### src/rtl/fetch_stage.sv
// IF stage of the 5-stage MIPS pipeline: PC register, req/ack instruction fetch,
// redirect tracking across outstanding requests, and the IF/ID register.
// Optional feature macro: IF_PERF_CNT_EN adds saturating fetch/discard counters.
module fetch_stage #(
  parameter logic [31:0] RESET_PC = 32'h0000_0000
`ifdef IF_PERF_CNT_EN
  , parameter int unsigned CNT_W = 16
`endif
) (
  input  logic        clk,
  input  logic        rst,
  input  logic        PCSrcS,
  input  logic        jumpS,
  input  logic        FlushS,
  input  logic [31:0] branchTarget,
  input  logic [31:0] jumpTarget,
  input  logic        stallD,
  output logic        imemReq,
  output logic [31:0] imemAddr,
  input  logic        imemAck,
  input  logic [31:0] imemRdata,
  output logic [31:0] instrD,
  output logic [31:0] pcPlus4D,
  output logic        validD
`ifdef IF_PERF_CNT_EN
  , output logic [CNT_W-1:0] fetchCnt
  , output logic [CNT_W-1:0] discardCnt
`endif
);

  localparam int unsigned XLEN = 32;

  typedef enum logic {S_REQ, S_HOLD} state_t;

  state_t          state;
  logic [XLEN-1:0] pc;
  logic [XLEN-1:0] redir_tgt;
  logic [XLEN-1:0] hold_buf;
  logic            redir_pend;

  logic            redirect;
  logic [XLEN-1:0] target;
  logic [XLEN-1:0] pc_plus4;
  logic [XLEN-1:0] load_instr;
  logic            load_if;
  logic            discard;

  // Request is a decode of the state register, forced low while in reset
  assign imemReq  = (state == S_REQ) && !rst;
  assign imemAddr = pc;

  // Redirect selection and per-cycle load/discard decisions
  always_comb begin
    redirect   = PCSrcS | jumpS;
    target     = PCSrcS ? branchTarget : jumpTarget;
    pc_plus4   = pc + XLEN'(4);
    load_instr = imemRdata;
    load_if    = 1'b0;
    discard    = 1'b0;
    case (state)
      S_REQ: begin
        if (imemAck) begin
          if (redirect || redir_pend) discard = 1'b1;
          else if (!stallD)           load_if = 1'b1;
        end
      end
      S_HOLD: begin
        load_instr = hold_buf;
        if (redirect)     discard = 1'b1;
        else if (!stallD) load_if = 1'b1;
      end
    endcase
  end

  // Fetch FSM: PC, pending redirect and stall buffer
  always_ff @(posedge clk) begin
    if (rst) begin
      state      <= S_REQ;
      pc         <= RESET_PC;
      redir_pend <= 1'b0;
      redir_tgt  <= '0;
      hold_buf   <= '0;
    end else begin
      case (state)
        S_REQ: begin
          if (imemAck) begin
            if (discard) begin
              // A redirect seen this cycle is newer than any pending one
              pc         <= redirect ? target : redir_tgt;
              redir_pend <= 1'b0;
            end else if (load_if) begin
              pc <= pc_plus4;
            end else begin
              hold_buf <= imemRdata;
              state    <= S_HOLD;
            end
          end else if (redirect) begin
            redir_pend <= 1'b1;
            redir_tgt  <= target;
          end
        end
        S_HOLD: begin
          if (discard) begin
            pc    <= target;
            state <= S_REQ;
          end else if (load_if) begin
            pc    <= pc_plus4;
            state <= S_REQ;
          end
        end
      endcase
    end
  end

  // IF/ID register: flush > stall hold > load > bubble
  always_ff @(posedge clk) begin
    if (rst) begin
      instrD   <= '0;
      pcPlus4D <= '0;
      validD   <= 1'b0;
    end else if (FlushS) begin
      instrD <= '0;
      validD <= 1'b0;
    end else if (stallD) begin
      instrD <= instrD;
    end else if (load_if) begin
      instrD   <= load_instr;
      pcPlus4D <= pc_plus4;
      validD   <= 1'b1;
    end else begin
      instrD <= '0;
      validD <= 1'b0;
    end
  end

`ifdef IF_PERF_CNT_EN
  // Saturating performance counters
  always_ff @(posedge clk) begin
    if (rst) begin
      fetchCnt   <= '0;
      discardCnt <= '0;
    end else begin
      if (load_if && !FlushS && (fetchCnt != '1)) fetchCnt <= fetchCnt + CNT_W'(1);
      if (discard && (discardCnt != '1))          discardCnt <= discardCnt + CNT_W'(1);
    end
  end
`endif

endmodule
### config.mk
export PLATFORM = sky130hd
export DESIGN_NAME = fetch_stage
export DESIGN_NICKNAME = d
export VERILOG_FILES = /design/src/rtl/fetch_stage.sv
export SDC_FILE = /design/constraint.sdc
export NUM_CORES = 1
export LEC_CHECK = 0
export BUFFER_PORTS_ARGS = -buffer_cell sky130_fd_sc_hd__clkbuf_2
export CORE_ASPECT_RATIO = 1.75
export CORE_UTILIZATION = 49
export CTS_CLUSTER_SIZE = 40
export DETAILED_ROUTE_END_ITERATION = 6
export PLACE_DENSITY = 0.87
export SYNTH_ARGS = -nofsm -noshare
export SYNTH_HDL_FRONTEND = slang
export SYNTH_SLANG_ARGS = --single-unit
### constraint.sdc
create_clock -name clk -period 2 [get_ports clk]
set_clock_uncertainty 0.2 [all_clocks]
set_input_delay 0.4 -clock clk [delete_from_list [all_inputs] [get_ports clk]]
set_output_delay 0.4 -clock clk [all_outputs]
set_load 0.05 [all_outputs]
# Word-level counts from Yosys, hierarchy flattened

Index checks and enable logic that the tools add are counted.

Add/sub/neg operators: 1
Equal/unequal tests: 2
Multiplexer cells: 26
Bitwise logic cells: 7
Reduce and logical (&&, ||, !) cells: 9

Operators with widths:

| kind                    | count |
|---|---|
| $mux W32                | 8 |
| $pmux W32 S2            | 1 |
| $add A32 B3 Y32 const B | 1 |
| $mux W1                 | 14 |
| $not A1 Y1              | 6 |
| $pmux W1 S2             | 3 |
| $reduce_and A3 Y1       | 2 |
| $reduce_and A4 Y1       | 1 |
| $ne A2 B1 Y1 const B    | 1 |
| $ne A2 B2 Y1 const B    | 1 |
| $reduce_and A2 Y1       | 1 |
| $reduce_bool A2 Y1      | 1 |
| $reduce_or A2 Y1        | 1 |
| $logic_and A1 B1 Y1     | 1 |
| $logic_not A1 Y1        | 1 |
| $logic_or A1 B1 Y1      | 1 |
| $or A1 B1 Y1            | 1 |

Register bits: 163
Input bits: 103
Output and inout port bits: 98
Word-level logic and storage cells: 53

# Depth between registers and ports, before layout

Depth after elaboration: 9
Mapped depth: 9

# Worst setup path after synthesis

No wires, ideal clock.

Kind: reg-to-reg
From: register pc[4], in the netlist imemAddr[4]
To: register pcPlus4D[17]
Library setup time: 0.086 ns
Data arrival time: 2.166 ns
Required time: 1.714 ns
Path slack: -0.451 ns
Stages on the path, launching flop included: 10
Buffers on the path: 4
Period minus slack after synthesis: 2.451 ns
Cells stage by stage: dfxtp_1 buf_2 and4_1 clkbuf_1 and2_1 buf_2 buf_2 nand3_1 xnor2_1 a211oi_1

Longest elaborated chain between the ends: 1

Ends and longest elaborated chain:

| element                | RTL line | RTL |
|---|---|---|
| start, declared        | 36       | `logic [XLEN-1:0] pc;` |
| start signal, assigned | 89       | `pc <= redirect ? target : redir_tgt;` |
| start signal, assigned | 92       | `pc <= pc_plus4;` |
| start signal, assigned | 104      | `pc <= target;` |
| $add A32 B3 Y32        | 56       | `pc_plus4 = pc + XLEN'(4);` |
| end signal, assigned   | 128      | `pcPlus4D <= pc_plus4;` |
| end, declared          | 23       | `output logic [31:0] pcPlus4D,` |

Every way passes these cells.
A chain may end at the register's enable or synchronous reset.

# Worst setup path after layout

From: register pc[2], in the netlist imemAddr[2]
To: register pc[31], in the netlist imemAddr[31]

Longest elaborated chain between the ends: 5
Elaborated cells on any way between the ends: 6
Classes of those cells: add/sub (1); mux (5)

Ends and longest elaborated chain:

| element             | RTL line | RTL |
|---|---|---|
| $add A32 B3 Y32 (*) | 56       |  |
| $mux W32 (*)        | 91, 106  |  |
| $mux W32            | 87       | `if (discard) begin` |
| $mux W32            | 86       | `if (imemAck) begin` |
| $pmux W32 S2 (*)    | 84       | `case (state)` |

Mark *: on every way between the ends. The rest lies on a longest branch, timed or not. The select of a mux whose other input is x is not followed.

==> metrics.txt <==
outcome finished, violations left; violated checks negative setup slack; worst-margin pin slew 0.703 ns; Pre-Repair DR Iteration Count 6; met2 routed WL 14,800 um; CTS root buffer clkbuf_16; area of the mapped netlist 0.00808 mm2; Row Count 61; fin util 68.2%; Syn Nets 1,119; yosys warns 0; CTS tree done; WL met1 9600 um; initial antenna violation count 0; Routed Antenna Nets 0; Die Ht 172 um; Critical Path Start imemAddr[2]; Synth cell types 60; Post-synth EDFFs 0; HPWL reported at the end of detailed placement 19,300 um; Cells after Synth 1,015; Async SR Flop Fraction 0%; core area 0.0160 mm2; CTS H-tree lvls 4; Final Max Slew Viols 0; io pins 201; hold path startpoint imemRdata[4]; top_reg_cell synth dfxtp_1; sequential share of the synthesized area 40.4%; Final #Nets 1,364; Peak Freq 490 MHz; PD cells 768 mW/mm2; top cell type's share of synthesized area 40.4%; met3 routed WL 2550 um; critical setup path kind register to register; CP Capture Type register; largest net degree at the start of global routing 43; drt wl/cell 19.8 um; Crit Path Max Fanout 9; FILL cells 1,231; peak supply drop 0.565 mV; Power Total 8.39 mW; via/cell ratio 6.28; syn avg cell area 7.96 um2; Setup TNS Final -0.0935 ns; Via Count 9,184; Final Critical Period 2.04 ns; count of input and output buffers 200; full die area 0.0170 mm2; CTS clock-pin slew for the worst setup and hold paths 0.07 ns; RSZ-0062 raised after global routing true; CP Launch Type register; first-pass GRT wire length 43,300 um; die width 99.1 um; Data required, critical path 2.13 ns; Clock Path Buffers 2; Starting Density 50.4%; gr usage total 32.1%; n_diodes 0; top layer in use met4; Sink Count 163; Area growth syn-to-layout 35.3%; final setup fails 7; vias in the first global route 8,869; LEAKAGE 4.46 nW; DR iter-0 viols 760; Final period util 102%; Yosys reg bits 163; Worst EP arrival 2.17 ns; grt ovf 0; DR DRC count 0; worst-skew pair later-pin latency 0.42 ns; main area contributors after synthesis dfxtp_1 (40%), nor2_1 (7.3%), a21oi_1 (6.3%), mux2i_1 (5.8%), a211oi_1 (4.6%); most frequent cell after synthesis dfxtp_1; Max-cap violations 0; layout cell share with drive strength beyond 1 35.0%; Slew HR 53.1%; final hold viol count 0; worst flop-to-flop path startpoint imemAddr[2]; leading area contributor after synthesis dfxtp_1; GPL Wtd Cong 0.963; Post-synth top cells dfxtp_1 (163), nor2_1 (158), a21oi_1 (102); final worst slack -0.0425 ns; Inserted Clock Buffers 17; wirelength, routed 28,900 um; min-delay worst type input port to register
-- path summary, 6_finish.rpt --
path                   endpoint  slack [ns]  cells after the start
setup / recovery   imemAddr[31]       -0.04                      7
setup reg to reg   imemAddr[31]       -0.04                      7
hold / removal      hold_buf[4]        0.02                      3
hold reg to reg   redir_tgt[15]        0.25                      2
-- flip-flops by register name (all words and copies together) (netlist names) --
register	flops
redir_tgt	32
imemAddr	32
pcPlus4D	32
instrD	32
state	1
validD	1
hold_buf	32
redir_pend	1
-- logic make-up (layout without fill, tap and decap cells) --
logic type | after synthesis | in the layout | share of synthesized area [%]
buffers and inverters | 108 | 366 | 5.51
AO/OA/AOI/OAI | 278 | 278 | 21.9
adder cells (fa/ha/maj) | 1 | 1 | 0.155
flip-flops | 163 | 163 | 40.4
multiplexers | 60 | 60 | 7.64
XOR/XNOR | 27 | 27 | 2.93
AND/OR/NAND/NOR | 378 | 378 | 21.4
-- repair_timing --
action,4_1_cts,5_1_grt
gates cloned,0,2
pin swaps,5,28
buffers inserted,9,10
gates resized for setup,14,39
hold buffers,0,0
setup endpoints to repair,41,22
-- report_power, final --
group / internal, mW / leakage, nW / total [mW] / switching [mW]
Combinational: 0.626 / 2.83 / 1.68 / 1.05
Sequential: 3.40 / 1.34 / 3.53 / 0.132
Clock: 1.74 / 0.288 / 3.19 / 1.45
-- layout by cell type (no fill, tap or decap), types with 4 or more instances in the layout --
cell / count
a2111oi_2: 4
a211oi_1: 49
a211oi_2: 4
a21oi_1: 102
a221o_1: 7
a221oi_1: 7
a31oi_1: 6
and3_1: 8
buf_12: 11
buf_4: 107
buf_6: 4
clkbuf_16: 19
clkbuf_2: 198
dfxtp_1: 135
dfxtp_2: 10
dfxtp_4: 18
inv_1: 11
inv_6: 6
mux2_2: 13
mux2i_1: 47
nand2_1: 79
nand2b_1: 19
nand3_1: 46
nand3_2: 4
nand4_1: 11
nor2_1: 153
nor3_1: 19
nor4_1: 4
o211ai_1: 4
o21a_1: 4
o21ai_0: 45
o21ai_1: 4
o22ai_1: 8
xnor2_1: 13
xor2_1: 12
-- stage by stage --
step	std cells	cell area (um2)	setup WS [ns]	hold slack, ns
global placement	1409	9940	-0.238	0.237
CTS	1450	10600	-0.0295	0.0129
floorplan	1015	8240	-0.0417	0.229
global route	1462	10900	-0.0845	0.0292
detailed placement	1409	9940	-0.315	0.244
finish	1462	10900	-0.0425	0.0212
-- cell type report --
class | count | area (um2) | share of cell area [%]
inverters | 11 | 41.3 | 0.378
well taps | 189 | 236 | 2.16
clock buffers | 19 | 464 | 4.25
repair buffers | 323 | 2110 | 19.3
clock inverters | 13 | 111 | 1.02
multi-input cells | 744 | 4620 | 42.3
flip-flops and latches | 163 | 3340 | 30.6
-- routing by layer --
layer  vias to the layer above  global-route usage (%)
met5                         -                       0
met4                         0                    20.8
met3                       179                    6.39
met2                       637                    58.3
met1                      4255                    33.6
li1                       4113                       -
-- critical path, stage by stage, from the launching register on --
cell	delay (ns)
dfxtp_4	0.36
buf_4	0.15
and4_4	0.24
and2_4	0.18
buf_12	0.14
nand4_1	0.21
a21o_1	0.25
a221oi_2	0.22
Power figures use the tool's default switching activity.
